File: config.mk
export PLATFORM = sky130hd
export DESIGN_NAME = pc_next_unit
export DESIGN_NICKNAME = d
export VERILOG_FILES = /design/src/rtl/pc_next_unit_pkg.sv /design/src/rtl/pc_next_unit_src_mux.sv /design/src/rtl/pc_next_unit.sv
export SDC_FILE = /design/constraint.sdc
export NUM_CORES = 1
export LEC_CHECK = 0
export BUFFER_PORTS_ARGS = -buffer_cell sky130_fd_sc_hd__buf_2
export CAP_MARGIN = 25
export CORE_ASPECT_RATIO = 1.5
export CORE_MARGIN = 4
export CORE_UTILIZATION = 32
export DETAILED_ROUTE_END_ITERATION = 12
export PLACE_DENSITY = 0.71
export SLEW_MARGIN = 20
export SYNTH_ARGS = -nofsm -noshare
export SYNTH_HDL_FRONTEND = slang
export SYNTH_HIERARCHICAL = 1
export SYNTH_SLANG_ARGS = --single-unit
File: constraint.sdc
create_clock -name clk -period 2.6 [get_ports clk]
set_clock_uncertainty 0.05 [all_clocks]
set_input_delay 0.52 -clock clk [delete_from_list [all_inputs] [get_ports clk]]
set_output_delay 0.52 -clock clk [all_outputs]
set_load 0.05 [all_outputs]
File: src/rtl/pc_next_unit_pkg.sv
// Shared constants and types for the next-PC unit.
package pc_next_unit_pkg;

    // Source index assignments on the next-PC mux
    localparam int unsigned SRC_SEQ    = 0;
    localparam int unsigned SRC_BRANCH = 1;
    localparam int unsigned SRC_JUMP   = 2;
    localparam int unsigned SRC_TRAP   = 3;

    // Default datapath geometry
    localparam int unsigned DEF_WIDTH      = 32;
    localparam int unsigned DEF_STEP       = 4;
    localparam int unsigned DEF_ALIGN_BITS = 2;

    // Redirect buffer state: StRun = empty, StHold = one redirect buffered
    typedef enum logic {
        StRun  = 1'b0,
        StHold = 1'b1
    } redir_state_e;

endpackage

File: src/rtl/pc_next_unit_src_mux.sv
// Parametrised NSRC:1 combinational mux; out-of-range selects fall back to index 0.
module pc_src_mux #(
    parameter int unsigned WIDTH = 32,
    parameter int unsigned NSRC  = 4,
    parameter int unsigned SELW  = $clog2(NSRC)
) (
    input  logic [SELW-1:0]       sel_i,
    input  logic [NSRC*WIDTH-1:0] data_i,
    output logic [WIDTH-1:0]      data_o,
    output logic                  alt_o    // a non-zero, in-range input was selected
);

    // Default to slice 0, override on an exact match with any other index
    always_comb begin
        data_o = data_i[0 +: WIDTH];
        alt_o  = 1'b0;
        for (int unsigned k = 1; k < NSRC; k++) begin
            if (sel_i == SELW'(k)) begin
                data_o = data_i[k*WIDTH +: WIDTH];
                alt_o  = 1'b1;
            end
        end
    end

endmodule

File: src/rtl/pc_next_unit.sv
// Architectural PC register with NSRC-way next-PC select, stall, one-entry
// buffered redirect, alignment check and non-sequential transfer counter.
module pc_next_unit
    import pc_next_unit_pkg::*;
#(
    parameter int unsigned     WIDTH      = DEF_WIDTH,
    parameter int unsigned     NSRC       = 4,
    parameter int unsigned     SELW       = $clog2(NSRC),
    parameter int unsigned     STEP       = DEF_STEP,
    parameter int unsigned     ALIGN_BITS = DEF_ALIGN_BITS,
    parameter logic [WIDTH-1:0] RESET_PC  = '0,
    parameter int unsigned     CNTW       = 16
) (
    input  logic                  clk,
    input  logic                  reset,
    input  logic                  en,
    input  logic [SELW-1:0]       src_sel,
    input  logic [NSRC*WIDTH-1:0] src_data,
    input  logic                  redir_valid,
    input  logic [WIDTH-1:0]      redir_pc,
    output logic                  redir_ready,
    output logic [WIDTH-1:0]      pc_out,
    output logic [WIDTH-1:0]      pc_seq,
    output logic                  misalign_err,
    output logic [CNTW-1:0]       nonseq_cnt
);

    localparam logic [WIDTH-1:0] ALIGN_MASK = WIDTH'((64'd1 << ALIGN_BITS) - 64'd1);

    redir_state_e     state_q, state_d;
    logic [WIDTH-1:0] buf_q, buf_d;
    logic [WIDTH-1:0] pc_q, pc_d;
    logic             err_q, err_d;
    logic [CNTW-1:0]  cnt_q, cnt_d;

    logic [NSRC*WIDTH-1:0] mux_in;
    logic [WIDTH-1:0]      mux_out;
    logic                  mux_alt;
    logic                  redir_acc;
    logic [WIDTH-1:0]      target;
    logic                  target_nonseq;
    logic                  unused_src0;

    assign pc_seq       = pc_q + WIDTH'(STEP);
    assign pc_out       = pc_q;
    assign misalign_err = err_q;
    assign nonseq_cnt   = cnt_q;
    assign redir_ready  = (state_q == StRun);
    assign redir_acc    = redir_valid && redir_ready;

    // Slice 0 of src_data is replaced by the internal sequential PC
    assign mux_in      = {src_data[NSRC*WIDTH-1:WIDTH], pc_seq};
    assign unused_src0 = ^src_data[WIDTH-1:0];

    pc_src_mux #(
        .WIDTH (WIDTH),
        .NSRC  (NSRC),
        .SELW  (SELW)
    ) u_src_mux (
        .sel_i  (src_sel),
        .data_i (mux_in),
        .data_o (mux_out),
        .alt_o  (mux_alt)
    );

    // Pick the target by priority: buffered redirect, incoming redirect, src_sel
    always_comb begin
        target        = mux_out;
        target_nonseq = mux_alt;
        if (state_q == StHold) begin
            target        = buf_q;
            target_nonseq = 1'b1;
        end else if (redir_acc) begin
            target        = redir_pc;
            target_nonseq = 1'b1;
        end
    end

    // Next-state: PC update, redirect buffering, error pulse and counter
    always_comb begin
        state_d = state_q;
        buf_d   = buf_q;
        pc_d    = pc_q;
        err_d   = 1'b0;
        cnt_d   = cnt_q;
        if (en) begin
            // A buffered redirect is consumed even if it turns out misaligned
            state_d = StRun;
            if ((target & ALIGN_MASK) != '0) begin
                err_d = 1'b1;
            end else begin
                pc_d = target;
                if (target_nonseq) begin
                    cnt_d = cnt_q + CNTW'(1);
                end
            end
        end else if (redir_acc) begin
            buf_d   = redir_pc;
            state_d = StHold;
        end
    end

    // State registers with synchronous reset
    always_ff @(posedge clk) begin
        if (reset) begin
            state_q <= StRun;
            buf_q   <= '0;
            pc_q    <= RESET_PC;
            err_q   <= 1'b0;
            cnt_q   <= '0;
        end else begin
            state_q <= state_d;
            buf_q   <= buf_d;
            pc_q    <= pc_d;
            err_q   <= err_d;
            cnt_q   <= cnt_d;
        end
    end

endmodule

* Word level (Yosys, flattened, before mapping) *
Cells that the tools add are included.

storage, ports and cells
  flip-flop bits (word level) = 82
  output and inout bits = 82

operators by class
  mux-type cells = 11
  equality and inequality tests = 3
  bitwise operators = 3
  add/subtract/negate cells = 2
  reduce and logical (&&, ||, !) cells = 7

operator list
  operator                                                                count
  32-bit 2-to-1 mux                                                       5
  32-bit by 3-bit adder with 32-bit output (second input constant)        1
  32-bit nonzero test                                                     1
  16-bit by 1-bit adder with 16-bit output (second input constant)        1
  1-bit 2-to-1 mux                                                        6
  2-bit equality test (second input constant)                             2
  2-bit AND reduction                                                     2
  2-bit OR reduction                                                      2
  1-bit NOT                                                               3
  3-bit AND reduction                                                     1
  2-bit by 1-bit equality test with 1-bit output (second input constant)  1
  1-bit logical AND                                                       1

* Longest topological paths before layout *
  depth after elaboration = 9
  depth in mapped cells = 10
  depth with buffers taken out = 10

* Cells and area by module *
Netlist, hierarchy kept.

modules (own cells, without submodules)
  module        cells each  times used  seq. area each (sq um)  area each (sq um)
  pc_next_unit  556         1           1641.6                  4411.7
  pc_src_mux    41          1           0.0                     828.3

* Worst setup path before layout *
No wires, ideal clock.

  kind = reg-to-reg
  start point = reg pc_q[2] (netlist: pc_out[2])
  end point = reg pc_q[24] (netlist: pc_out[24])
  library setup time = 70 ps
  buffers on the path = 0
  arrival = 3377 ps
  cell stages (with the launch flop) = 11
  period minus slack after synthesis = 3497 ps
  setup slack = -897 ps
  path through = dfxtp_1 -> ha_1 -> nand3_1 -> nor4_1 -> nand3_1 -> xnor2_1 -> mux4_2 -> mux2i_1 -> nand2_1 -> o2111ai_1 -> a21oi_1

on the way
  longest elaborated chain between the ends = 6

RTL lines
  element                                   line                        text
  from (decl)                               pc_next_unit.sv:32          logic [WIDTH-1:0] pc_q, pc_d;
  from (signal assigned)                    pc_next_unit.sv:114         pc_q <= pc_d;
  32-bit by 3-bit adder with 32-bit output  pc_next_unit.sv:44          assign pc_seq = pc_q + WIDTH'(STEP);
  net pc_seq[24]                            pc_next_unit.sv:23          output logic [WIDTH-1:0] pc_seq,
  32-bit 2-to-1 mux (3 in series)           pc_next_unit_src_mux.sv:18  if (sel_i == SELW'(k)) begin
  net mux_out[24]                           pc_next_unit.sv:37          logic [WIDTH-1:0] mux_out;
  32-bit 2-to-1 mux                         pc_next_unit.sv:73          end else if (redir_acc) begin
  32-bit 2-to-1 mux                         pc_next_unit.sv:70          if (state_q == StHold) begin

The timed path passes the listed nets, and every way through them passes these cells.
A chain may end at the register's enable or synchronous reset.

* Worst setup path in the final report *
  start point = reg pc_q[15] (netlist: pc_out[15])
  end point = out pc_seq[30]

on the way
  longest elaborated chain between the ends = 1

RTL lines
  element                                   line
  32-bit by 3-bit adder with 32-bit output  pc_next_unit.sv:44
  to (decl)                                 pc_next_unit.sv:23

Every way passes these cells.

==> run summary <==
====================================================================================================
TritonCTS clock tree ..................................................................        built
Synthesized instance count ............................................................          597
Area Overhead vs Synth ................................................................       47.61%
Final core utilization ................................................................       0.4799
Delay of the slowest critical-path stage ..............................................      0.54 ns
DP Worst Slack ........................................................................   -0.1293 ns
Final instance area ...................................................................     7735 um2
Actual transition at the worst max-transition pin .....................................    0.6488 ns
Data arrival time of the critical path ................................................      2.13 ns
Launch instance of the worst min-delay path ........................................... redir_pc[15]
Cell with the biggest individual delay on the critical path ........................... sky130_fd_sc_hd__or4_4
Die Outline Area ......................................................................   18,530 um2
Effective utilization at floorplan ....................................................       0.3251
CP Data Required Time .................................................................      2.03 ns
Remaining number of nets flagged by the antenna check after routing ...................            0
Path depth of the worst reg2reg path ..................................................           11
TritonCTS buffer count ................................................................            9
Maximum VDD drop ......................................................................    0.2512 mV
Detailed-route via count ..............................................................        5,636
Reg-to-Reg Start ...................................................................... pc_out[15]$_SDFFE_PP0P_
Final number of setup-violating endpoints .............................................            9
Placed Instances ......................................................................        1,011
Initial DRT Pass Iterations ...........................................................            6
Core Footprint ........................................................................   16,120 um2
Top-area cell type share of the netlist area ..........................................       0.3133
Sequential element share of the synthesized area ......................................       0.3133
Clk buf depth .........................................................................            2
Number of hold-slack violations in the final timing report ............................            0
# DRC .................................................................................            0
Row cnt ...............................................................................           57
Number of inserted filler cells in the final layout ...................................        1,582
Final Critical Period .................................................................     2.704 ns
Worst Setup End Kind ..................................................................   output pin
H-tree levels .........................................................................            3
Number of nets produced by synthesis ..................................................          765
CP delay by family, top ............................................................... simple AND/OR/NAND/NOR gates
Placer's final routability congestion estimate ........................................       0.7894
Result of the run ..................................................................... complete, but fails checks
Post-layout total power ...............................................................     3.797 mW
Cell taking the most area after synthesis ............................................. sky130_fd_sc_hd__dfxtp_1
Die height ............................................................................     164.7 um
DR iter-0 viols .......................................................................          301
Final Max Tran Viols ..................................................................            0
Fraction of final layout cells with drive strength greater than 1 .....................       0.4892
Pin count of the biggest net entering global routing ..................................           37
Number of flip-flops and latches in the synthesized netlist ...........................           82
Largest cells by area after synthesis ................................................. sky130_fd_sc_hd__dfxtp_1, sky130_fd_sc_hd__mux4_2, sky130_fd_sc_hd__nand2_1
Area occupied by multi-input gates ....................................................     3702 um2
Failing checks ........................................................................ setup timing
Number of antenna violations at the first check in global routing .....................            2
Pwr per Cell Area ..................................................................... 490.9 nW/um2
I/O pin cnt ...........................................................................          248
Peak clock frequency supported by timing ..............................................    369.8 MHz
Number of nets in the final layout ....................................................          995
Setup repair after global routing missed its margin ...................................          yes
Category of the critical setup timing path ............................................ flop to output pin
Die width .............................................................................     112.5 um
IO buf count ..........................................................................          215
Synthesis Warnings ....................................................................            6
Buffer type at the clock tree root .................................................... sky130_fd_sc_hd__clkbuf_16
Reg area ..............................................................................     1707 um2
Later-pin clock latency in the skew report ............................................      0.33 ns
Area post-placement ...................................................................     7091 um2
Post-synthesis cell type count ........................................................           43
GRT Total Usage .......................................................................       0.1951
Post-route insts no fill ..............................................................        1,040
Clock sink count ......................................................................           82
Headroom to the max-slew limit ........................................................       0.5668
Per-cell via count in the routed design ...............................................        5.419
R2R Setup Slk .........................................................................     -0.04 ns
Critical R2R Capture .................................................................. pc_out[28]$_SDFFE_PP0P_
Crit path buffers/inverters ...........................................................            3
Worst min-delay path category ......................................................... input port to flop
Final global-route overflow total .....................................................            0
Hold Path Stages ......................................................................            3
Final HPWL from detailed placement ....................................................    13,700 um
Peak fanout along the critical path ...................................................            7
Clock-pin slew reported for the worst setup and hold paths after clock tree synthesis .      0.06 ns
First-pass GRT wire length ............................................................    28,880 um
Worst hold endpoint ................................................................... buf_q[15]$_SDFFE_PP0P_
Hold buffer count at cts ..............................................................            0
Min setup slack post-route ............................................................   -0.1044 ns
Netlist area before placement .........................................................     5240 um2
Maximum Capacitance Violations ........................................................            0
Crit path depth .......................................................................            6
Critical path, cell by cell ........................................................... inv_2, or4_4, buf_12, nor4_4, xor2_2, buf_6
Routed len/inst .......................................................................     18.01 um
Post-Synthesis Mean Instance Area .....................................................    8.777 um2
Leakage dissipation ...................................................................     3.420 nW
Final cycle utilization of the critical path ..........................................        1.040
Kind of start point of the critical path ..............................................         flop
Number of global-route vias before repair .............................................        5,595
Wire length after detailed routing ....................................................    18,730 um
====================================================================================================
logic make-up after synthesis:
group           synth area share
flops                     0.3133
mux                       0.2099
xor+xnor                 0.04680
compound gates            0.1695
simple gates              0.1891
fa+ha+maj               0.004775
buf+inv                  0.06662
cell usage after synthesis, drive strengths merged:
cell type / count
a21oi: 72
and2: 3
and3: 2
and4: 7
buf: 19
clkbuf: 39
dfxtp: 82
ha: 2
inv: 10
mux2: 6
mux2i: 30
mux4: 32
nand2: 105
nand3: 17
nand4: 15
nor2: 15
nor2b: 5
nor3: 3
nor3b: 3
nor4: 13
nor4b: 1
o2111ai: 30
o21ai: 32
o221a: 1
o221ai: 1
o311a: 1
o31ai: 10
or2: 2
or3: 1
or4: 10
xnor2: 17
xor2: 11
sequential cells by signal, indices dropped and copies added, names as in the netlist:
name / count
pc_out: 32
state_q: 1
buf_q: 32
misalign_err: 1
nonseq_cnt: 16
power breakdown:
group	switching [mW]	internal (mW)	leakage, nW
clock	0.516	0.835	0.150
combinational	0.646	0.426	2.59
sequential	0.0588	1.31	0.682
stage by stage:
step                hold slack [ns]  setup TNS (ns)
global placement             0.3899          -1.120
CTS                          0.3685         -0.8469
detailed placement           0.3960          -1.236
global route                 0.3749          -1.651
finish                       0.3809         -0.6191
floorplan                    0.3828          -3.733
worst max-delay path by stage:
stage,from,end
6_report,pc_out[15]$_SDFFE_PP0P_,pc_seq[30]
3_3_place_gp,src_sel[0],nonseq_cnt[8]$_SDFFE_PP0P_
2_1_floorplan,pc_out[11]$_SDFFE_PP0P_,pc_out[27]$_SDFFE_PP0P_
3_5_place_dp,src_sel[0],nonseq_cnt[5]$_SDFFE_PP0P_
5_1_grt,pc_out[15]$_SDFFE_PP0P_,pc_seq[30]
4_1_cts,pc_out[14]$_SDFFE_PP0P_,pc_seq[27]
metal layers:
metal  up-vias  global-route usage  routed length [um]
met2       196              0.3554                9963
met5         -                   0                   0
met4         0             0.08201                 589
li1       2686                   -                   -
met1      2720              0.2254                7189
met3        34             0.03152                 991
tightest hold or removal path, delay by kind of cell:
kind / cells / cell delay [ns]
buffers and inverters: 1 / 0.10
and+or+nand+nor: 1 / 0.05
AOI/OAI and AO/OA: 1 / 0.05
area by class of cell:
type | count | area share
Sequential cell | 82 | 0.2206
Clock inverter | 6 | 0.01051
Tap cell | 206 | 0.03332
Clock buffer | 10 | 0.02960
Inverter | 10 | 0.004853
Multi-Input combinational cell | 447 | 0.4786
Antenna cell | 2 | 0.0006470
Timing Repair Buffer | 277 | 0.2218
timing repair:
item / in CTS / in global routing
resized for setup: 26 / 35
setup buffers: 5 / 6
pin swaps: 3 / 20
endpoints found under the setup margin: 17 / 24
cells in the final DEF (no fill, tap or decap), types with 3 or more instances in the layout:
cell type | netlist | routed
sky130_fd_sc_hd__a21oi_1 | 72 | 72
sky130_fd_sc_hd__and4_1 | 5 | 5
sky130_fd_sc_hd__buf_12 | 3 | 5
sky130_fd_sc_hd__buf_2 | 8 | 196
sky130_fd_sc_hd__buf_4 | 5 | 56
sky130_fd_sc_hd__buf_6 | 2 | 17
sky130_fd_sc_hd__clkbuf_16 | 0 | 9
sky130_fd_sc_hd__clkbuf_4 | 0 | 3
sky130_fd_sc_hd__dfxtp_1 | 82 | 58
sky130_fd_sc_hd__dfxtp_2 | 0 | 10
sky130_fd_sc_hd__dfxtp_4 | 0 | 14
sky130_fd_sc_hd__inv_1 | 9 | 6
sky130_fd_sc_hd__inv_2 | 1 | 4
sky130_fd_sc_hd__mux2_2 | 6 | 6
sky130_fd_sc_hd__mux2i_1 | 30 | 30
sky130_fd_sc_hd__mux4_2 | 29 | 30
sky130_fd_sc_hd__nand2_1 | 105 | 105
sky130_fd_sc_hd__nand3_1 | 17 | 12
sky130_fd_sc_hd__nand3_2 | 0 | 5
sky130_fd_sc_hd__nand4_1 | 14 | 14
sky130_fd_sc_hd__nor2_1 | 15 | 15
sky130_fd_sc_hd__nor2b_1 | 5 | 5
sky130_fd_sc_hd__nor3b_1 | 3 | 3
sky130_fd_sc_hd__nor4_1 | 13 | 5
sky130_fd_sc_hd__nor4_4 | 0 | 7
sky130_fd_sc_hd__o2111ai_1 | 30 | 25
sky130_fd_sc_hd__o2111ai_2 | 0 | 5
sky130_fd_sc_hd__o21ai_0 | 32 | 32
sky130_fd_sc_hd__o31ai_1 | 10 | 10
sky130_fd_sc_hd__or4_1 | 10 | 9
sky130_fd_sc_hd__xnor2_1 | 17 | 4
sky130_fd_sc_hd__xnor2_2 | 0 | 9
sky130_fd_sc_hd__xnor2_4 | 0 | 4
sky130_fd_sc_hd__xor2_2 | 0 | 8
No activity file was read; power rests on OpenSTA's default activity.
